<file path="config.mk">
export PLATFORM = sky130hd
export DESIGN_NAME = demux_fifo_1to2
export DESIGN_NICKNAME = d
export VERILOG_FILES = /design/src/rtl/demux_fifo_1to2.sv
export SDC_FILE = /design/constraint.sdc
export NUM_CORES = 1
export LEC_CHECK = 0
export BUFFER_PORTS_ARGS = -buffer_cell sky130_fd_sc_hd__buf_2
export CAP_MARGIN = 20
export CORE_MARGIN = 4
export CORE_UTILIZATION = 35
export DETAILED_ROUTE_END_ITERATION = 10
export GPL_TIMING_DRIVEN = 0
export SYNTH_ARGS = -nofsm -noshare
export SYNTH_HDL_FRONTEND = slang
export SYNTH_SLANG_ARGS = --single-unit
</file>
<file path="constraint.sdc">
create_clock -name clk_in -period 2.9 [get_ports clk_in]
set_input_delay 0.58 -clock clk_in [delete_from_list [all_inputs] [get_ports clk_in]]
set_output_delay 0.58 -clock clk_in [all_outputs]
set_load 0.02 [all_outputs]
</file>
<file path="src/rtl/demux_fifo_1to2.sv">
// demux_fifo_1to2: routes each accepted input word into one of two
// independent DEPTH-entry FIFOs (A when sel_in=1, B when sel_in=0).
// Each FIFO drains through its own valid/ready handshake.
module demux_fifo_1to2 #(
    parameter int unsigned WIDTH = 8,
    parameter int unsigned DEPTH = 4
) (
    input  logic                     clk_in,
    input  logic                     rst_in,
    input  logic [WIDTH-1:0]         data_in,
    input  logic                     valid_in,
    input  logic                     sel_in,
    output logic                     ready_out,
    output logic [WIDTH-1:0]         a_data_out,
    output logic                     a_valid_out,
    input  logic                     a_ready_in,
    output logic [$clog2(DEPTH):0]   a_count_out,
    output logic [WIDTH-1:0]         b_data_out,
    output logic                     b_valid_out,
    input  logic                     b_ready_in,
    output logic [$clog2(DEPTH):0]   b_count_out
);

    localparam int unsigned PW = $clog2(DEPTH);
    localparam int unsigned CW = PW + 1;

    // Channel 0 is FIFO A, channel 1 is FIFO B.
    logic [1:0]       push;
    logic [1:0]       pop_ready;
    logic [1:0]       head_valid;
    logic [WIDTH-1:0] head_data [2];
    logic [CW-1:0]    count     [2];

    // Acceptance depends only on the selected FIFO's registered occupancy,
    // so a full FIFO never passes a word through on a same-cycle pop.
    assign ready_out = sel_in ? (count[0] != CW'(DEPTH))
                              : (count[1] != CW'(DEPTH));

    assign push[0]   = valid_in & ready_out & sel_in;
    assign push[1]   = valid_in & ready_out & ~sel_in;
    assign pop_ready = {b_ready_in, a_ready_in};

    for (genvar ch = 0; ch < 2; ch++) begin : g_fifo
        logic [WIDTH-1:0] mem [DEPTH];
        logic [PW-1:0]    wr_ptr;
        logic [PW-1:0]    rd_ptr;
        logic [CW-1:0]    cnt_q;
        logic             pop;

        assign pop = head_valid[ch] & pop_ready[ch];

        // Pointer and occupancy update; pointers wrap naturally at DEPTH.
        always_ff @(posedge clk_in) begin
            if (rst_in) begin
                wr_ptr <= '0;
                rd_ptr <= '0;
                cnt_q  <= '0;
            end else begin
                if (push[ch]) begin
                    wr_ptr <= wr_ptr + PW'(1);
                end
                if (pop) begin
                    rd_ptr <= rd_ptr + PW'(1);
                end
                case ({push[ch], pop})
                    2'b10:   cnt_q <= cnt_q + CW'(1);
                    2'b01:   cnt_q <= cnt_q - CW'(1);
                    default: cnt_q <= cnt_q;
                endcase
            end
        end

        // Storage write; contents are don't-care until covered by the count.
        always_ff @(posedge clk_in) begin
            if (push[ch]) begin
                mem[wr_ptr] <= data_in;
            end
        end

        assign head_valid[ch] = (cnt_q != '0);
        assign head_data[ch]  = head_valid[ch] ? mem[rd_ptr] : '0;
        assign count[ch]      = cnt_q;
    end

    assign a_data_out  = head_data[0];
    assign a_valid_out = head_valid[0];
    assign a_count_out = count[0];
    assign b_data_out  = head_data[1];
    assign b_valid_out = head_valid[1];
    assign b_count_out = count[1];

endmodule

</file>
# --- Yosys cells after proc, flatten, opt, wreduce, memory -nomap -nowiden ---
# Memory sizes are Yosys's and may differ from the RTL's. A register that Yosys moved wholly into a read port is not among the register bits.
# Cells that the tools add are included.
word_totals:
  reg_bits: 14
  ramBits: 64
  inputBits: 14
  elab_cells: 45
  mem_count: 2
memory_table:
  columns: ["name", "words", "word_bits", "read_ports", "rd_ports_with_merged_regs", "write_ports", "line", "rtl"]
  rows:
  - ["g_fifo[0].mem", 4, 8, 1, 1, 1, "44", "logic [WIDTH-1:0] mem [DEPTH];"]
  - ["g_fifo[1].mem", 4, 8, 1, 1, 1, "44", null]
classes:
  add_sub_neg: 8
  eq_ne: 6
  muxes: 13
  n_bitwise: 6
  n_reduce_logical: 4
op_table:
  columns: ["cell", "n"]
  rows:
  - ["$mux 8", 2]
  - ["$pmux 3 s2", 2]
  - ["$add 2x1->2 const B", 4]
  - ["$mux 2", 4]
  - ["$add 3x1->3 const B", 2]
  - ["$ne 3x3->1 const B", 2]
  - ["$reduce_bool 3->1", 2]
  - ["$sub 3x1->3 const B", 2]
  - ["$and 1x1->1", 5]
  - ["$mux 1", 5]
  - ["$eq 2x1->1 const B", 2]
  - ["$eq 2x2->1 const B", 2]
  - ["$reduce_bool 2->1", 2]
  - ["$not 1->1", 1]

# --- Logic depth before layout (Yosys ltp) ---
depth:
  word_depth: 6
  ltp_mapped: 10
  mapped_depth_nobuf: 9

# --- Worst setup path after synthesis ---
# Ideal clock, no wire load.
synth_path:
  kind: "reg2reg"
  start: "register g_fifo[1].cnt_q[2] (netlist: b_count_out[2])"
  end: "register g_fifo[1].cnt_q[2] (netlist: b_count_out[2])"
  setup_ps: 70
  arrival_time_ps: 2459
  required_time_ps: 2830
  slack_ps: 371
  path_stages_with_launch: 11
  path_cell_list: "dfxtp_1 or3b_1 and3b_1 buf_6 inv_1 ha_1 inv_1 fa_1 xor2_1 or3_2 a21oi_1"
synth_between:
  elab_chain_cells: 6
  word_cells_on_any_way: 12
  classes_between: "add/sub (2); eq/ne (3); mux (2); bitwise (3); reduce/logical (2)"
synth_rtl:
  columns: ["element", "line", "rtl"]
  rows:
  - ["start: declaration", "47", "logic [CW-1:0] cnt_q;"]
  - ["start signal: assignment", "66", "2'b10: cnt_q <= cnt_q + CW'(1);"]
  - ["start signal: assignment", "67", "2'b01: cnt_q <= cnt_q - CW'(1);"]
  - ["start signal: assignment", "68", "default: cnt_q <= cnt_q;"]
  - ["$ne 3x3->1", "37", ": (count[1] != CW'(DEPTH));"]
  - ["$mux 1", "36", "assign ready_out = sel_in ? (count[0] != CW'(DEPTH))"]
  - ["$and 1x1->1 (2 in a row)", "40", "assign push[1] = valid_in & ready_out & ~sel_in;"]
  - ["$eq 2x1->1 or $eq 2x2->1 (tied branches)", "65", "case ({push[ch], pop})"]
  - ["$pmux 3 s2 or $reduce_bool 2->1 (tied branches)", null, null]
# Parallel ways exist; a longest one is shown, timed or not.
# A chain may end at the register's enable or synchronous reset.

# --- Worst setup path in the final report ---
# Same ends and word-level chain as after synthesis.

==> flow_metrics.py <==
metrics = {
    "timing": {
        "layout_setup_ws_ns": 0.370,
        "fmax_ghz": 0.395,
        "rsz0062_at_grt": "false",
        "setup_viol": 0,
        "fin_setup_tns_ns": 0,
        "period_share": 0.872,
        "slew_viol_final": 0,
        "fin_crit_ns": 2.53,
        "finalClockSkew_ns": 0.0104,
        "finalHoldViolCount": 0,
        "worst_slew_pin_slew_ns": 0.578,
        "slew_headroom": 0.615,
    },
    "drt": {
        "routed_wl_mm": 5.80,
        "drt_iter0_drc": 59,
        "drtPass1Iterations": 5,
        "route.detailed.drc": 0,
        "via_count": 1761,
        "antenna_left": 0,
        "routedWlPerCell_um": 14.6,
        "viasPerCell": 4.44,
    },
    "place": {
        "place_ws_ns": 0.364,
        "dpl.hpwl_mm": 4.01,
        "dpl.cell_count": 381,
        "gp_congestion": 0.723,
        "portBuffers": 38,
    },
    "clock_tree": {
        "worstSkewPairLatency_ns": 0.35,
        "cts_setup_buffers": 0,
        "ctsRootBufferMaster": "clkbuf_8",
        "cts_max_path_buffers": 2,
        "holdBufCountCts": 0,
        "cts_sinks": 82,
        "cts_made_buffers": 9,
        "clk_pin_slew_worst_paths_ns": 0.08,
        "cts_max_level": 3,
        "cts_resized": 0,
        "cts_tree": "done",
    },
    "worst_setup_path": {
        "worst-endpoint-required_ns": 3.18,
        "worst_setup_path_end_kind": "flop",
        "path_cells": "or3b_1 > and3b_1 > buf_6 > inv_1 > ha_1 > inv_1 > fa_1 > xor2_1 > or3_2 > a21oi_1",
        "startpoint_type": "flop",
        "crit_path_frequent_cell": "inv_1",
        "slowest_stage": "dfxtp_1",
        "cp.arrival_ns": 2.81,
        "critPathKind": "reg2reg",
        "crit_fanout": 7,
        "cp_slowest_stage_delay_ns": 0.42,
        "reg2reg_slack_ns": 0.37,
        "reg2reg_from": "b_count_out[2]",
        "critPathLaunch": "b_count_out[2]",
    },
    "global_route": {
        "grt_pass1_vias": 1875,
        "grt_pass1_wl_mm": 9.48,
        "overflow": 0,
        "grt_usage": 0.110,
        "antenna_found_initial": 0,
        "grt_max_degree": 16,
    },
    "floorplan": {
        "fp-row-count": 35,
        "die_y_um": 106,
        "initial_core_util": 0.364,
        "pin_count": 39,
        "core_mm2": 0.00933,
        "die-area_mm2": 0.0113,
        "die_w_um": 106,
    },
    "power_and_ir_drop": {
        "total_power_w": 0.00335,
        "power_density_mw_per_mm2": 848,
        "p_leak_nw": 1.42,
        "vdd_drop_max_mv": 0.485,
    },
    "final_layout": {
        "finalNetCount": 289,
        "drive_above_1_share": 0.295,
        "final_util": 0.423,
        "fin_cells": 397,
        "fill_cells": 874,
        "syn_to_final_growth_pct": 16.3,
        "num_antenna_cells": 0,
    },
    "worst_hold_path": {
        "hold_path_class": "reg2reg",
        "hold_start": "g_fifo[1].rd_ptr[1]",
    },
    "yosys": {
        "yosysSeqAreaShare": 0.673,
        "ys.flop_type": "edfxtp_1",
        "synth_top_area_cell": "edfxtp_1",
        "synth_edf_count": 64,
        "postSynthCellCount": 214,
        "synth_most_common_cell": "edfxtp_1",
        "synth_cell_types": 28,
        "yosys_warnings": 0,
        "synth_nets": 240,
        "avgSynthCellArea_um2": 15.9,
        "syn-cell-area_mm2": 0.00339,
        "ys_ff_latch": 82,
        "yosysTopAreaCellShare": 0.567,
        "synthTopCellsByCount": "edfxtp_1, dfxtp_1",
        "async_flop_share": 0,
        "yosys-top-cells-area": "edfxtp_1, dfxtp_1, mux4_2, ha_1, nor2b_1",
    },
    "flow_run": {
        "drv_cap": 0,
    },
    "run_status": {
        "status": "completed",
    },
}
final timing paths:
| kind | to | cells after the start |
|---|---|---|
| min reg2reg | flop | 2 |
| max reg2reg | b_count_out[2] | 10 |
| min | flop | 2 |
| max | b_count_out[2] | 10 |
per-layer routing:
layer | global-route usage | up-vias | wire length [um]
li1 | - | 870 | -
met1 | 0.145 | 842 | 2720
met3 | 0.0389 | 6 | 294
met4 | 0.0274 | 0 | 46
met2 | 0.175 | 43 | 2730
met5 | 0 | - | 0
layout make-up:
type	instances	area, um^2	share of cell area
clock inverters	7	77.6	0.0197
well taps	129	161	0.0409
flip-flops and latches	82	2280	0.578
multi-input cells	107	1010	0.255
clock buffers	9	124	0.0314
plain buffers	9	43.8	0.0111
repair buffers	38	190	0.0482
inverters	16	60.1	0.0152
worst max-delay path, delay by kind of cell (launching register included):
| kind | cells | cell delay, ns |
|---|---|---|
| simple gates | 3 | 0.98 |
| fa+ha+maj | 2 | 0.54 |
| flops | 1 | 0.42 |
| buf+inv | 3 | 0.24 |
| xor+xnor | 1 | 0.15 |
| compound gates | 1 | 0.14 |
stage by stage:
step / instance area (um^2) / hold WS (ns)
2_1_floorplan: 3390 / 0.459
3_3_place_gp: 3740 / 0.473
3_5_place_dp: 3740 / 0.486
4_1_cts: 3950 / 0.500
5_1_grt: 3950 / 0.498
6_report: 3950 / 0.510
power by group:
group	total [W]	internal, W	switching (W)
Combinational	0.00109	0.000443	0.000649
Clock	0.000820	0.000405	0.000415
Sequential	0.00143	0.00137	0.0000681
Total	0.00335	0.00221	0.00113
cells by family after synthesis:
kind of cell               Yosys count  share of synthesized area
adders and majority gates           12                     0.0487
DFF                                 82                      0.673
AOI/OAI and AO/OA                   14                     0.0225
buffers and inverters               25                     0.0306
muxes                               20                      0.120
xor gates and xnor gates             6                     0.0155
and+or+nand+nor                     55                     0.0900
registers in the layout, summed over array words and instances, names as in the netlist, named ones only:
signal         cells
g_fifo.rd_ptr      4
b_count_out        3
a_count_out        3
g_fifo.mem        64
g_fifo.wr_ptr      4
placed cells by master (no fill, tap or decap), types with 3 or more instances in the layout:
cell and instances:
nand2_1 3, and2_2 4, and2_1 4, or3_1 3, nand2b_1 4, dfxtp_1 18
o21ai_0 4, ha_1 10, clkbuf_8 9, inv_1 16, nor2_1 16, clkbuf_1 6
xor2_1 6, nor2b_1 16, a21oi_1 7, mux4_2 16, buf_2 40, edfxtp_1 64
Note: power is estimated with default switching activity, not from simulation.
